--- src/rtl/wb_port_arbiter.sv ---
`default_nettype none
// ============================================================================
// wb_port_arbiter : shares the register-file write-back port between the
// pipeline WB stage and a FIFO-buffered FPU result stream.   rev 1.0
// ============================================================================
module wb_port_arbiter #(
    parameter int FIFO_DEPTH   = 4,
    parameter int STARVE_LIMIT = 8
) (
    input  logic                        clk,
    input  logic                        rstn,
    input  logic                        pipe_valid,
    input  logic [4:0]                  pipe_rd,
    input  logic [31:0]                 pipe_data,
    input  logic [1:0]                  pipe_regwrite,
    output logic                        pipe_ready,
    input  logic                        fpu_valid,
    input  logic [4:0]                  fpu_rd,
    input  logic [31:0]                 fpu_data,
    input  logic [1:0]                  fpu_regwrite,
    output logic                        fpu_ready,
    output logic [4:0]                  rd_wb,
    output logic [31:0]                 write_data_register_wb,
    output logic [1:0]                  regwrite_wb,
    output logic [$clog2(FIFO_DEPTH):0] fifo_count
);
    localparam int PW = $clog2(FIFO_DEPTH);
    localparam int CW = PW + 1;
    localparam int SW = $clog2(STARVE_LIMIT + 1);

    // Entry layout: {rd[38:34], data[33:2], regwrite[1:0]}
    logic [38:0]   mem [FIFO_DEPTH];
    logic [PW-1:0] wr_ptr;
    logic [PW-1:0] rd_ptr;
    logic [SW-1:0] starve_cnt;

    logic        fifo_empty;
    logic        force_fpu;
    logic        pipe_writes;
    logic        grant_pipe;
    logic        pop;
    logic        push;
    logic        issue;
    logic [38:0] head;
    logic [4:0]  sel_rd;
    logic [31:0] sel_data;
    logic [1:0]  sel_rw;
    logic [1:0]  filt_rw;

    always_comb begin
        fifo_empty  = (fifo_count == '0);
        fpu_ready   = (fifo_count < CW'(FIFO_DEPTH));
        force_fpu   = !fifo_empty && (starve_cnt >= SW'(STARVE_LIMIT));
        pipe_writes = pipe_valid && ((pipe_regwrite == 2'b01) || (pipe_regwrite == 2'b10));
        pipe_ready  = !force_fpu;
        grant_pipe  = !force_fpu && pipe_writes;
        // Any cycle the pipe does not claim the port is a drain slot.
        pop         = !fifo_empty && !grant_pipe;
        push        = fpu_valid && fpu_ready;
        issue       = grant_pipe || pop;
        head        = mem[rd_ptr];
        sel_rd      = grant_pipe ? pipe_rd       : head[38:34];
        sel_data    = grant_pipe ? pipe_data     : head[33:2];
        sel_rw      = grant_pipe ? pipe_regwrite : head[1:0];
        filt_rw     = 2'b00;
        if (sel_rw == 2'b10)
            filt_rw = 2'b10;
        else if (sel_rw == 2'b01 && sel_rd != 5'd0)
            filt_rw = 2'b01;
    end

    always_ff @(posedge clk) begin
        if (push)
            mem[wr_ptr] <= {fpu_rd, fpu_data, fpu_regwrite};
    end

    always_ff @(posedge clk or negedge rstn) begin
        if (!rstn) begin
            wr_ptr                 <= '0;
            rd_ptr                 <= '0;
            fifo_count             <= '0;
            starve_cnt             <= '0;
            rd_wb                  <= '0;
            write_data_register_wb <= '0;
            regwrite_wb            <= 2'b00;
        end else begin
            if (push)
                wr_ptr <= wr_ptr + PW'(1);
            if (pop)
                rd_ptr <= rd_ptr + PW'(1);
            case ({push, pop})
                2'b10:   fifo_count <= fifo_count + CW'(1);
                2'b01:   fifo_count <= fifo_count - CW'(1);
                default: fifo_count <= fifo_count;
            endcase

            if (pop || fifo_empty)
                starve_cnt <= '0;
            else if (starve_cnt < SW'(STARVE_LIMIT))
                starve_cnt <= starve_cnt + SW'(1);

            if (issue) begin
                rd_wb                  <= sel_rd;
                write_data_register_wb <= sel_data;
                regwrite_wb            <= filt_rw;
            end else begin
                regwrite_wb            <= 2'b00;
            end
        end
    end

endmodule
`default_nettype wire

--- config.mk ---
export PLATFORM = sky130hd
export DESIGN_NAME = wb_port_arbiter
export DESIGN_NICKNAME = d
export VERILOG_FILES = /design/src/rtl/wb_port_arbiter.sv
export SDC_FILE = /design/constraint.sdc
export NUM_CORES = 1
export LEC_CHECK = 0
export BUFFER_PORTS_ARGS = -buffer_cell sky130_fd_sc_hd__buf_2
export CAP_MARGIN = 20
export CORE_MARGIN = 4
export CORE_UTILIZATION = 35
export DETAILED_ROUTE_END_ITERATION = 10
export PLACE_DENSITY = 0.63
export SETUP_SLACK_MARGIN = 0.3
export SLEW_MARGIN = 25
export SYNTH_ARGS = -nofsm -noshare
export SYNTH_HDL_FRONTEND = slang
export SYNTH_SLANG_ARGS = --single-unit
--- constraint.sdc ---
create_clock -name clk -period 1.95 [get_ports clk]
set_input_delay 0.2925 -clock clk [delete_from_list [all_inputs] [get_ports clk]]
set_output_delay 0.2925 -clock clk [all_outputs]
set_load 0.01 [all_outputs]
Word-level counts from Yosys, hierarchy flattened
Memories as Yosys holds them, arrays and structs flattened. Cells that the tools add are included. Widths: inputs -> output; s select.

Add/subtract/negate cells: 5. Mux-type cells: 11. Reductions and logical operators: 16. Equal/unequal tests: 6. $lt $le $gt $ge: 3.

Operators by type and width (number): $mux 32 (1); $mux 4 (2); $eq 2x1->1 const B (3); $eq 2x2->1 const B (3); $logic_and 1x1->1 (6); $mux 2 (3); $pmux 3 s2 (1); $mux 5 (1); $reduce_bool 5->1 (1); $add 2x1->2 const B (2); $add 4x1->4 const B (1); $ge 4x4->1 const B (1); $lt 4x4->1 const B (1); $reduce_bool 2->1 (2); $add 3x1->3 const B (1); $logic_not 1->1 (3); $logic_not 3->1 (1); $logic_or 1x1->1 (3); $lt 3x3->1 const B (1); $mux 1 (3); $sub 3x1->3 const B (1).

Flip-flop bits (word level): 50. Memories kept: 1. RAM bits: 156. Output and inout bits: 44.

Memories: mem (words 4, bits a word 39, rd ports 1, clocked after Yosys merged registers in 0, write ports 1, RTL line 32) `logic [38:0] mem [FIFO_DEPTH];`.

Depth between registers and ports, before layout
Word-level depth: 11. Gate-level depth with buffers: 9. Depth with buffers taken out: 8.

Least setup slack after synthesis
Ideal clock, no wire load.

Path kind: register to register. From: register fifo_count[2]. To: memory mem[0][0], enable pin. Setup time: 0.400 ns. Path slack: -0.212 ns. Arrival time: 1.761 ns. Required time: 1.550 ns. Stages on the path, launching flop included: 4. Cells stage by stage: dfrtp_1 nor2b_1 clkbuf_1 and2_1.

Longest elaborated chain between the ends: 4.

RTL lines: start, declared (RTL line 25) `output logic [$clog2(FIFO_DEPTH):0] fifo_count`; start signal, assigned (RTL line 92) `2'b10: fifo_count <= fifo_count + CW'(1);`; start signal, assigned (RTL line 93) `2'b01: fifo_count <= fifo_count - CW'(1);`; start signal, assigned (RTL line 94) `default: fifo_count <= fifo_count;`; $lt 3x3->1 (RTL line 52) `fpu_ready = (fifo_count < CW'(FIFO_DEPTH));`; $logic_and 1x1->1 (RTL line 59) `push = fpu_valid && fpu_ready;`; $mux 1 (RTL line 73) `if (push)`; $mux 1 (implied by the code) (RTL line 74) `mem[wr_ptr] <= {fpu_rd, fpu_data, fpu_regwrite};`; end, declared (RTL line 32).

No other way between the ends.

Worst setup path after layout
From: register rd_ptr[0]. To: register regwrite_wb[0].

Longest elaborated chain between the ends: 7. Elaborated cells between the ends (all ways): 10. Classes of those cells: eq/ne (2); mux (5); reduce/logical (2); memory (1).

RTL lines: start, declared (RTL line 34) `logic [PW-1:0] rd_ptr;`; start signal, assigned (RTL line 90) `rd_ptr <= rd_ptr + PW'(1);`; $mem_v2 4x39 (*); $mux 5 / $mux 2 (equally long branches) (RTL line 62, 64); $reduce_bool 5->1 / $eq 2x1->1 (equally long branches) (RTL line 68) `else if (sel_rw == 2'b01 && sel_rd != 5'd0)`; $logic_and 1x1->1 (RTL line 68); $mux 1 (RTL line 68); $mux 2 (*) (RTL line 66) `if (sel_rw == 2'b10)`; $mux 2 (*) (RTL line 102) `if (issue) begin`; end signal, assigned (RTL line 105) `regwrite_wb <= filt_rw;`; end, declared (RTL line 24) `output logic [1:0] regwrite_wb,`.

Mark *: on every way between the ends. The rest lies on a longest branch, timed or not. A chain may end at the register's enable or synchronous reset.

==> qor.csv <==
stage,metric,value,unit
critical_path,Reg2Reg Depth,5,
hold_path,Hold Path Class,input port to register,
timing,fin crit share,94.42,%
detailed_routing,# DRC,0,
logic_synthesis,Synth area leaders,"edfxtp_1 (58%), dfrtp_1 (15%), mux4_2 (11%)",
critical_path,flop2flop setup slack,0.11,ns
detailed_routing,drt total wl,20510,µm
place,number of port buffers,125,
global_route,antenna violations before repair,1,
detailed_routing,initial DRC count,242,
logic_synthesis,top-count cell post-synth,edfxtp_1,
finish,Final nets,726,
logic_synthesis,Post-synth top flop,edfxtp_1,
job,max-cap viol count,0,
timing,Setup Skew,0.007894,ns
logic_synthesis,Synth Register Bits,206,
power,peak supply drop,742.8,µV
clock_tree,Worst-Skew Late Latency,0.49,ns
logic_synthesis,post-synthesis average cell area,18.42,µm²
clock_tree,H-tree depth,1,
place,Placed Cells,851,
detailed_routing,drt wl/cell,21.89,µm
clock_tree,Clock Path Buffers,3,
finish,layout cells sized above 1,43.63,%
timing,Setup TNS Final,0,ns
die,Die Footprint,0.02560,mm²
logic_synthesis,"Seq/Total Area, Yosys",73.40,%
global_route,vias in the first global route,5133,
timing,RSZ-0062 raised after global routing,true,
logic_synthesis,Synth top area share,57.93,%
die,Die Wd,160,µm
place,Placer Congestion,0.8388,
global_route,Tot GR Track Use,14.90,%
critical_path,Worst Setup End Kind,register,
hold_path,hold path start,fpu_data[7],
clock_tree,clk slew on worst S/H paths,0.06,ns
global_route,GR Overflow Total,0,
logic_synthesis,synthesized area,0.008087,mm²
hold_path,worst hold path endpoint,mem[0][9]$_DFFE_PP_,
place,Post-DP HPWL,11620,µm
clock_tree,TritonCTS clock tree,done,
logic_synthesis,Yosys Warn Count,0,
critical_path,kind of critical path,register to register,
die,row count,55,
logic_synthesis,most area-hungry cell type in the Yosys netlist,edfxtp_1,
logic_synthesis,Syn Nets,529,
die,Core Region,0.02271,mm²
place,Place WS,0.09162,ns
critical_path,FF-to-FF End,regwrite_wb[0]$_DFF_PN0_,
critical_path,Worst Setup Start Kind,register,
clock_tree,clock root cell,clkbuf_16,
status,status,"complete, no violations",
timing,Fmax,0.5431,GHz
global_route,first-pass GRT wire length,29700,µm
critical_path,worst path required time,2.32,ns
timing,setup ws final,0.1088,ns
detailed_routing,DR vias/cell,5.073,
timing,setup violators final,0,
critical_path,"Arr. time, crit path",2.21,ns
timing,endpoints failing hold,0,
timing,worst-margin pin slew,0.7164,ns
die,initial core utilization,35.61,%
clock_tree,cts bufs inserted,22,
power,P_leak,4.210,nW
die,Die Span Y,160,µm
critical_path,Crit Reg-Reg Startpoint,rd_ptr[0]$_DFFE_PN0P_,
logic_synthesis,post-synth cell types,39,
hold_path,Hold Crit Depth,1,
logic_synthesis,number of synthesized flops with an enable pin,156,
power,Power Dens Cells,1425,mW/mm²
finish,final non-filler cell total,937,
logic_synthesis,Post-Synthesis Cells,439,
die,# IOs,126,
logic_synthesis,Synth top cells by count,"edfxtp_1 (156), dfrtp_1 (50), mux4_2 (39)",
global_route,pin count of the biggest net entering global routing,31,
timing,final worst path period need,1.841,ns
finish,synth-to-layout area growth,34.94,%
critical_path,crit path max fanout,4,
logic_synthesis,Synth async-reset ratio,24.27,%
detailed_routing,vias,4753,
timing,max-slew violations,0,
detailed_routing,TritonRoute pass-1 iters,4,
clock_tree,Num Clock Sinks,206,
detailed_routing,post-route ant nets,0,
timing,Slew headroom,51.73,%
## registers in the layout, indices dropped and copies added, names as in the netlist
register / count
rd_wb: 5
starve_cnt: 4
wr_ptr: 2
regwrite_wb: 2
write_data_register_wb: 32
fifo_count: 3
mem: 156
rd_ptr: 2
## timing repair
item / CTS / global route
endpoints found under the hold margin: 69 / 0
setup buffers: 13 / 3
resized for setup: 40 / 28
pin swaps: 7 / 7
endpoints found under the setup margin: 40 / 88
cloned: 7 / 8
hold buffers: 15 / 0
## through the flow
stage | utilization [%] | hold slack, ns | total power [mW] | cell area (µm²)
after floorplan | - | -0.003091 | 8.922 | 8187
after detailed placement | 41.21 | 0.2219 | 10.57 | 9359
after global placement | 41.21 | 0.2186 | 10.42 | 9359
final | 48.05 | 0.01958 | 15.55 | 10910
after CTS | 46.89 | 0.0006220 | 15.40 | 10650
after global routing | 48.05 | 0.002234 | 16.37 | 10910
## critical path, stage by stage, from the launching register on
cell and delay (ns):
dfrtp_4 0.50, buf_4 0.15, mux4_2 0.46, o31ai_4 0.10
o2111ai_2 0.14, o311a_1 0.38
## metal layers
layer / GRT usage, % / up-vias / wire, µm
met3: 2.865 / 31 / 1065
met4: 3.794 / 0 / 357
met5: 0 / - / 0
met1: 19.62 / 2469 / 8953
li1: - / 2121 / -
met2: 25.59 / 132 / 10130
## cell usage in the layout, fill, tap and decap left out, types with 4 or more instances in the layout
| master | count |
|---|---|
| buf_2 | 124 |
| and2_2 | 4 |
| clkbuf_1 | 4 |
| xnor2_1 | 6 |
| clkbuf_16 | 30 |
| buf_12 | 14 |
| dfrtp_1 | 45 |
| buf_4 | 19 |
| ha_1 | 6 |
| dlygate4sd3_1 | 15 |
| mux2i_2 | 5 |
| nand2_1 | 35 |
| o21ai_1 | 34 |
| buf_6 | 4 |
| buf_16 | 10 |
| inv_1 | 11 |
| edfxtp_1 | 156 |
| mux4_2 | 39 |
| mux2i_1 | 32 |
| dfrtp_2 | 4 |
| clkinv_2 | 4 |
## how the worst max path moves through the flow
stage / end / start / cells after the start
2_1_floorplan: regwrite_wb[0]$_DFF_PN0_ / rd_ptr[0]$_DFFE_PN0P_ / 6
3_3_place_gp: fifo_count[2]$_DFFE_PN0P_ / pipe_regwrite[1] / 9
3_5_place_dp: fifo_count[2]$_DFFE_PN0P_ / pipe_regwrite[1] / 9
4_1_cts: pipe_ready / fifo_count[1]$_DFFE_PN0P_ / 3
5_1_grt: regwrite_wb[0]$_DFF_PN0_ / fifo_count[1]$_DFFE_PN0P_ / 5
6_report: regwrite_wb[0]$_DFF_PN0_ / rd_ptr[0]$_DFFE_PN0P_ / 5
## layout make-up
| cell class | instances | area [µm²] |
|---|---|---|
| clock inverters | 11 | 83.83 |
| well taps | 285 | 356.6 |
| diodes | 1 | 2.502 |
| inverters | 13 | 48.80 |
| multi-input cells | 198 | 2135 |
| clock buffers | 28 | 604.3 |
| fillers | 1922 | 11800 |
| flip-flops and latches | 206 | 5944 |
| repair buffers | 195 | 1737 |
## cell families after synthesis
family,Yosys count,share of synthesized area (%)
adders and majority gates,8,1.331
and+or+nand+nor,56,3.125
DFF,206,73.40
muxes,78,15.72
xor gates and xnor gates,9,1.068
AOI/OAI and AO/OA,47,3.311
buffers and inverters,35,2.042
## power breakdown
part           leakage (nW)  internal, mW  total, mW  switching [mW]
combinational          1.87          2.83       5.40            2.57
sequential             2.01          5.74       6.20           0.462
clock                 0.330          2.32       3.95            1.63
total                  4.21          10.9       15.5            4.66
Power figures use the tool's default switching activity.
